**src/rtl/gol_pkg.sv**
```systemverilog
// Shared constants, state encoding and width helpers for the cell-array blocks.
package gol_pkg;

  localparam int unsigned GOL_ROWS = 8;
  localparam int unsigned GOL_COLS = 8;

  typedef enum logic [1:0] {
    IDLE   = 2'd0,
    STREAM = 2'd1,
    DONE   = 2'd2
  } gol_state_e;

  // Bits needed to hold a population count in the range 0..n.
  function automatic int unsigned cnt_width(input int unsigned n);
    return (n < 1) ? 1 : $clog2(n + 1);
  endfunction

  // Bits needed to index n items (at least one bit).
  function automatic int unsigned idx_width(input int unsigned n);
    return (n < 2) ? 1 : $clog2(n);
  endfunction

endpackage

```
**src/rtl/row_popcount.sv**
```systemverilog
// Combinational population count of one COLS-bit grid row.
module row_popcount
  import gol_pkg::*;
#(
  parameter  int unsigned COLS = GOL_COLS,
  localparam int unsigned PC_W = cnt_width(COLS)
) (
  input  logic [COLS-1:0] bits,
  output logic [PC_W-1:0] count_c
);

  // Sum the set bits of the row.
  always_comb begin
    count_c = '0;
    for (int unsigned i = 0; i < COLS; i++) begin
      count_c = count_c + PC_W'(bits[i]);
    end
  end

endmodule

```
**src/rtl/grid_snapshot_reader.sv**
```systemverilog
// Captures the grid on a generation tick, streams it row by row through a
// valid/ready handshake and reports the frame's live-cell population.
module grid_snapshot_reader
  import gol_pkg::*;
#(
  parameter  int unsigned ROWS  = GOL_ROWS,
  parameter  int unsigned COLS  = GOL_COLS,
  parameter  int unsigned CNT_W = cnt_width(ROWS * COLS),
  localparam int unsigned IDX_W = idx_width(ROWS)
) (
  input  logic                   clk,
  input  logic                   Rst,
  input  logic [ROWS*COLS-1:0]   grid_state,
  input  logic                   gen_tick,
  output logic [COLS-1:0]        row_data,
  output logic [IDX_W-1:0]       row_idx,
  output logic                   row_valid,
  input  logic                   row_ready,
  output logic                   row_last,
  output logic [CNT_W-1:0]       live_count,
  output logic                   count_valid,
  output logic                   busy,
  output logic                   overrun
);

  localparam int unsigned CELLS = ROWS * COLS;
  localparam int unsigned PC_W  = cnt_width(COLS);
  localparam logic [IDX_W-1:0] LAST_IDX = IDX_W'(ROWS - 1);

  gol_state_e         state_q, state_nxt;
  logic [CELLS-1:0]   shadow_q, shadow_nxt;
  logic [CNT_W-1:0]   acc_q, acc_nxt;
  logic [COLS-1:0]    row_data_nxt;
  logic [IDX_W-1:0]   row_idx_nxt;
  logic               row_valid_nxt;
  logic               row_last_nxt;
  logic [CNT_W-1:0]   live_count_nxt;
  logic               count_valid_nxt;
  logic               busy_nxt;
  logic               overrun_nxt;

  logic [PC_W-1:0]    row_pc_c;
  logic [IDX_W-1:0]   idx_inc;
  logic [CNT_W-1:0]   acc_sum;

  // Select one row out of the flattened snapshot.
  function automatic logic [COLS-1:0] row_of(input logic [CELLS-1:0] s,
                                              input logic [IDX_W-1:0] i);
    return s[32'(i) * COLS +: COLS];
  endfunction

  // Population of the row currently presented to the consumer.
  row_popcount #(
    .COLS (COLS)
  ) u_row_popcount (
    .bits    (row_data),
    .count_c (row_pc_c)
  );

  // Next-state and next-output logic.
  always_comb begin
    state_nxt       = state_q;
    shadow_nxt      = shadow_q;
    acc_nxt         = acc_q;
    row_data_nxt    = row_data;
    row_idx_nxt     = row_idx;
    row_valid_nxt   = row_valid;
    row_last_nxt    = row_last;
    live_count_nxt  = live_count;
    count_valid_nxt = 1'b0;
    busy_nxt        = busy;
    overrun_nxt     = overrun;
    idx_inc         = row_idx + IDX_W'(1);
    acc_sum         = acc_q + CNT_W'(row_pc_c);

    unique case (state_q)
      STREAM: begin
        if (gen_tick) begin
          overrun_nxt = 1'b1;
        end
        if (row_valid && row_ready) begin
          acc_nxt = acc_sum;
          if (row_idx == LAST_IDX) begin
            row_valid_nxt   = 1'b0;
            row_last_nxt    = 1'b0;
            live_count_nxt  = acc_sum;
            count_valid_nxt = 1'b1;
            state_nxt       = DONE;
          end else begin
            row_idx_nxt  = idx_inc;
            row_data_nxt = row_of(shadow_q, idx_inc);
            row_last_nxt = (idx_inc == LAST_IDX);
          end
        end
      end
      DONE: begin
        if (!gen_tick) begin
          busy_nxt  = 1'b0;
          state_nxt = IDLE;
        end
      end
      default: begin
        busy_nxt = 1'b0;
      end
    endcase

    // A tick is accepted as a new capture whenever no frame is streaming.
    if (gen_tick && (state_q != STREAM)) begin
      shadow_nxt    = grid_state;
      acc_nxt       = '0;
      row_idx_nxt   = '0;
      row_data_nxt  = grid_state[COLS-1:0];
      row_valid_nxt = 1'b1;
      row_last_nxt  = (ROWS == 1);
      busy_nxt      = 1'b1;
      overrun_nxt   = 1'b0;
      state_nxt     = STREAM;
    end
  end

  // State and output registers.
  always_ff @(posedge clk) begin
    if (Rst) begin
      state_q     <= IDLE;
      shadow_q    <= '0;
      acc_q       <= '0;
      row_data    <= '0;
      row_idx     <= '0;
      row_valid   <= 1'b0;
      row_last    <= 1'b0;
      live_count  <= '0;
      count_valid <= 1'b0;
      busy        <= 1'b0;
      overrun     <= 1'b0;
    end else begin
      state_q     <= state_nxt;
      shadow_q    <= shadow_nxt;
      acc_q       <= acc_nxt;
      row_data    <= row_data_nxt;
      row_idx     <= row_idx_nxt;
      row_valid   <= row_valid_nxt;
      row_last    <= row_last_nxt;
      live_count  <= live_count_nxt;
      count_valid <= count_valid_nxt;
      busy        <= busy_nxt;
      overrun     <= overrun_nxt;
    end
  end

endmodule
```
**config.mk**
```make
export PLATFORM = sky130hd
export DESIGN_NAME = grid_snapshot_reader
export DESIGN_NICKNAME = d
export VERILOG_FILES = /design/src/rtl/gol_pkg.sv /design/src/rtl/row_popcount.sv /design/src/rtl/grid_snapshot_reader.sv
export SDC_FILE = /design/constraint.sdc
export NUM_CORES = 1
export LEC_CHECK = 0
export ABC_AREA = 1
export CAP_MARGIN = 20
export CORE_UTILIZATION = 40
export CTS_BUF_LIST = sky130_fd_sc_hd__clkbuf_4 sky130_fd_sc_hd__clkbuf_8
export CTS_CLUSTER_DIAMETER = 30
export DETAILED_ROUTE_END_ITERATION = 8
export PLACE_DENSITY = 0.67
export SYNTH_ARGS = -nofsm -noshare
export SYNTH_HDL_FRONTEND = slang
export SYNTH_SLANG_ARGS = --single-unit
```
**constraint.sdc**
```tcl
create_clock -name clk -period 9 [get_ports clk]
set_clock_uncertainty 0.05 [all_clocks]
set_input_delay 2.25 -clock clk [delete_from_list [all_inputs] [get_ports clk]]
set_output_delay 2.25 -clock clk [all_outputs]
set_load 0.02 [all_outputs]
```
==> run metrics <==
outcome completed; total CTS buffers 9; Slew @ Worst Pin 0.953 ns; Bufs on Longest Clock Path 2; Yosys warning count 0; Max-Cap Viols 0; f_max 0.217 GHz; Hold Crit Start shadow_q[38]$_SDFFE_PP0P_; crit path kind in2reg; PostCTS Resize Cnt 0; Global Route Usage Sum 0.194; Reg power frac 0.507; Root Driver clkbuf_8; antenna viol nets, final 0; Max FO, Critical Path 102; cts hold-fix bufs 0; I/O pin count 91; starting density of the core 0.418; global-route wire length before repair 17.8 mm; Clk Latency, worst-skew pair 0.36 ns; clk slew on worst S/H paths 0.09 ns; Gate Count Post-Synth 637; leak pwr 0.00245 uW; ranking of synthesized cells by area dfxtp_1 42%, nand3_1 9.4%, nand2_1 8.9%, o21ai_0 8.6%, inv_1 8.6%; DIE WIDTH 109 um; row count 38; n_diodes 0; core area 0.0110 mm^2; Distinct cells, synth 27; clock sinks 96; Gate power share 0.181; Vias/cell 4.86; CTS tree done; setup bufs post-CTS 0; DR DRC count 0; wire per inst 13.0 um; RSZ-0062 raised after global routing false; buffers added on ports 90; Die Span Y 109 um; CP Data Arrival Time 4.85 ns; Pwr Density 159 mW/mm^2; Seq/Total Area, Yosys 0.419; vias in the first global route 3,886; share of power burned in the clock network 0.313; Fillers 1,084; post-synth top area cell dfxtp_1; Reg area 0.00192 mm^2; Crit. End Element register; Switch Pwr 247 uW; die area 0.0119 mm^2; total negative slack 0 ns; minimum clock period 4.60 ns; Max VDD drop 0.0669 mV; Pre-Repair DR Iteration Count 4; total power 908 uW; layout cells sized above 1 0.0520; via count 4,142; mapped cell area 0.00459 mm^2; Crit. Startpoint gen_tick; Multi-input gate area 0.00205 mm^2; Switching Share 0.272; startpoint types input pin; RR Startpoint row_data[0]$_SDFFE_PP0P_; CP required 9.25 ns; Fin. Hold Viols 0; Final period util 0.511; H-Tree Depth 3; gpl congestion 0.812; syn avg cell area 7.20 um^2; Iter 0 DRT Violations 208; initial antenna violation count 0; dpl hpwl 8.03 mm; share of the synthesized area in the top cell type 0.419; Remaining Overflow, GRT 0; min-delay worst type reg2reg; Int Pwr 661 uW; pin count of the biggest net entering global routing 103; post-synthesis net count 720; Slew Limit Fails 0; Final nets 790; endpoints failing setup 0; Slew headroom 0.364; Yosys reg bits 96; Routed WL 11.0 mm; Area growth syn-to-layout 24.7%
## registers in the layout (all words and copies together) (netlist names)
name and count:
state_q 2, row_last 1, busy 1, row_idx 3, row_data 8, row_valid 1
live_count 7, count_valid 1, shadow_q 64, acc_q 7, overrun 1
## worst paths after layout
| check | end | slack (ns) | depth (start not counted) |
|---|---|---|---|
| max reg2reg | acc_q[4]$_SDFFE_PP0P_ | 5.28 | 14 |
| min reg2reg | shadow_q[38]$_SDFFE_PP0P_ | 0.41 | 2 |
| max | acc_q[1]$_SDFFE_PP0P_ | 4.40 | 10 |
| min | shadow_q[38]$_SDFFE_PP0P_ | 0.41 | 2 |
## Yosys cell counts
library cell	instances
xnor2_1	2
buf_2	14
nor3_1	1
inv_2	6
nor2_8	1
ha_1	10
inv_1	105
nor2_1	22
nand4_2	1
nor2_4	6
clkbuf_2	1
dfxtp_1	96
buf_1	1
xor2_1	1
nand2_1	109
a21oi_1	61
clkbuf_1	13
nand2_2	2
a211oi_2	1
nand3_1	86
o21ai_0	79
fa_1	5
o211ai_1	2
o21ai_1	1
nand4_1	4
buf_6	6
clkinv_1	1
## final cells by class
class                      count  share of cell area
multi-input combinational    394               0.358
sequential                    96               0.336
timing repair buffer          94               0.166
inverter                     112              0.0735
tap                          140              0.0306
clock buffer                  11              0.0254
clock inverter                 5             0.00984
## logic make-up after synthesis
family	synth area share
XOR/XNOR	0.00573
flip-flops	0.419
AND/OR/NAND/NOR	0.232
adder cells (fa/ha/maj)	0.0491
buffers and inverters	0.134
AO/OA/AOI/OAI	0.160
## layout by cell type, fill, tap and decap left out, drive strengths merged, types with 2 or more instances in the layout
cell type / Yosys / final
fa: 5 / 5
o211ai: 2 / 2
ha: 10 / 10
inv: 111 / 111
a21oi: 61 / 61
o21ai: 80 / 80
nand3: 86 / 86
clkbuf: 14 / 11
xnor2: 2 / 2
dfxtp: 96 / 96
nand4: 5 / 5
clkdlybuf4s50: 0 / 90
buf: 21 / 4
nand2: 111 / 111
clkinv: 1 / 4
nor2: 29 / 29
## through the flow
step           setup WS [ns]  hold slack [ns]  cell area, um^2   util  cells
6_report                4.40            0.407             5720  0.521    852
3_5_place_dp            3.68            0.395             5490  0.500    835
2_1_floorplan           5.39            0.379             4590      -    637
4_1_cts                 4.05            0.409             5690  0.518    851
5_1_grt                 4.19            0.424             5720  0.521    852
3_3_place_gp            3.77            0.391             5490  0.500    835
## per-layer routing
layer	share of wire	routed length [um]	vias up	GRT usage
li1	-	-	2171	-
met1	0.46	5070	1861	0.240
met2	0.48	5350	94	0.338
met3	0.042	465	16	0.0371
met4	0.015	164	0	0.0560
met5	0	0	-	0
## critical path, stage by stage
cell	delay (ns)
clkdlybuf4s50_1	0.46
inv_1	0.17
nor2_8	0.09
inv_2	0.05
buf_4	0.72
nand2_1	0.46
buf_16	0.30
inv_1	0.09
o21ai_0	0.09
a21oi_1	0.15
## power by group through the flow
stage / combinational, uW / sequential [uW] / clock (uW)
after floorplan: 97.5 / 473 / 0
after global placement: 158 / 469 / 0
after detailed placement: 162 / 470 / 0
after CTS: 163 / 460 / 292
after global routing: 185 / 463 / 302
final: 164 / 460 / 284
Note: power is estimated with default switching activity, not from simulation.
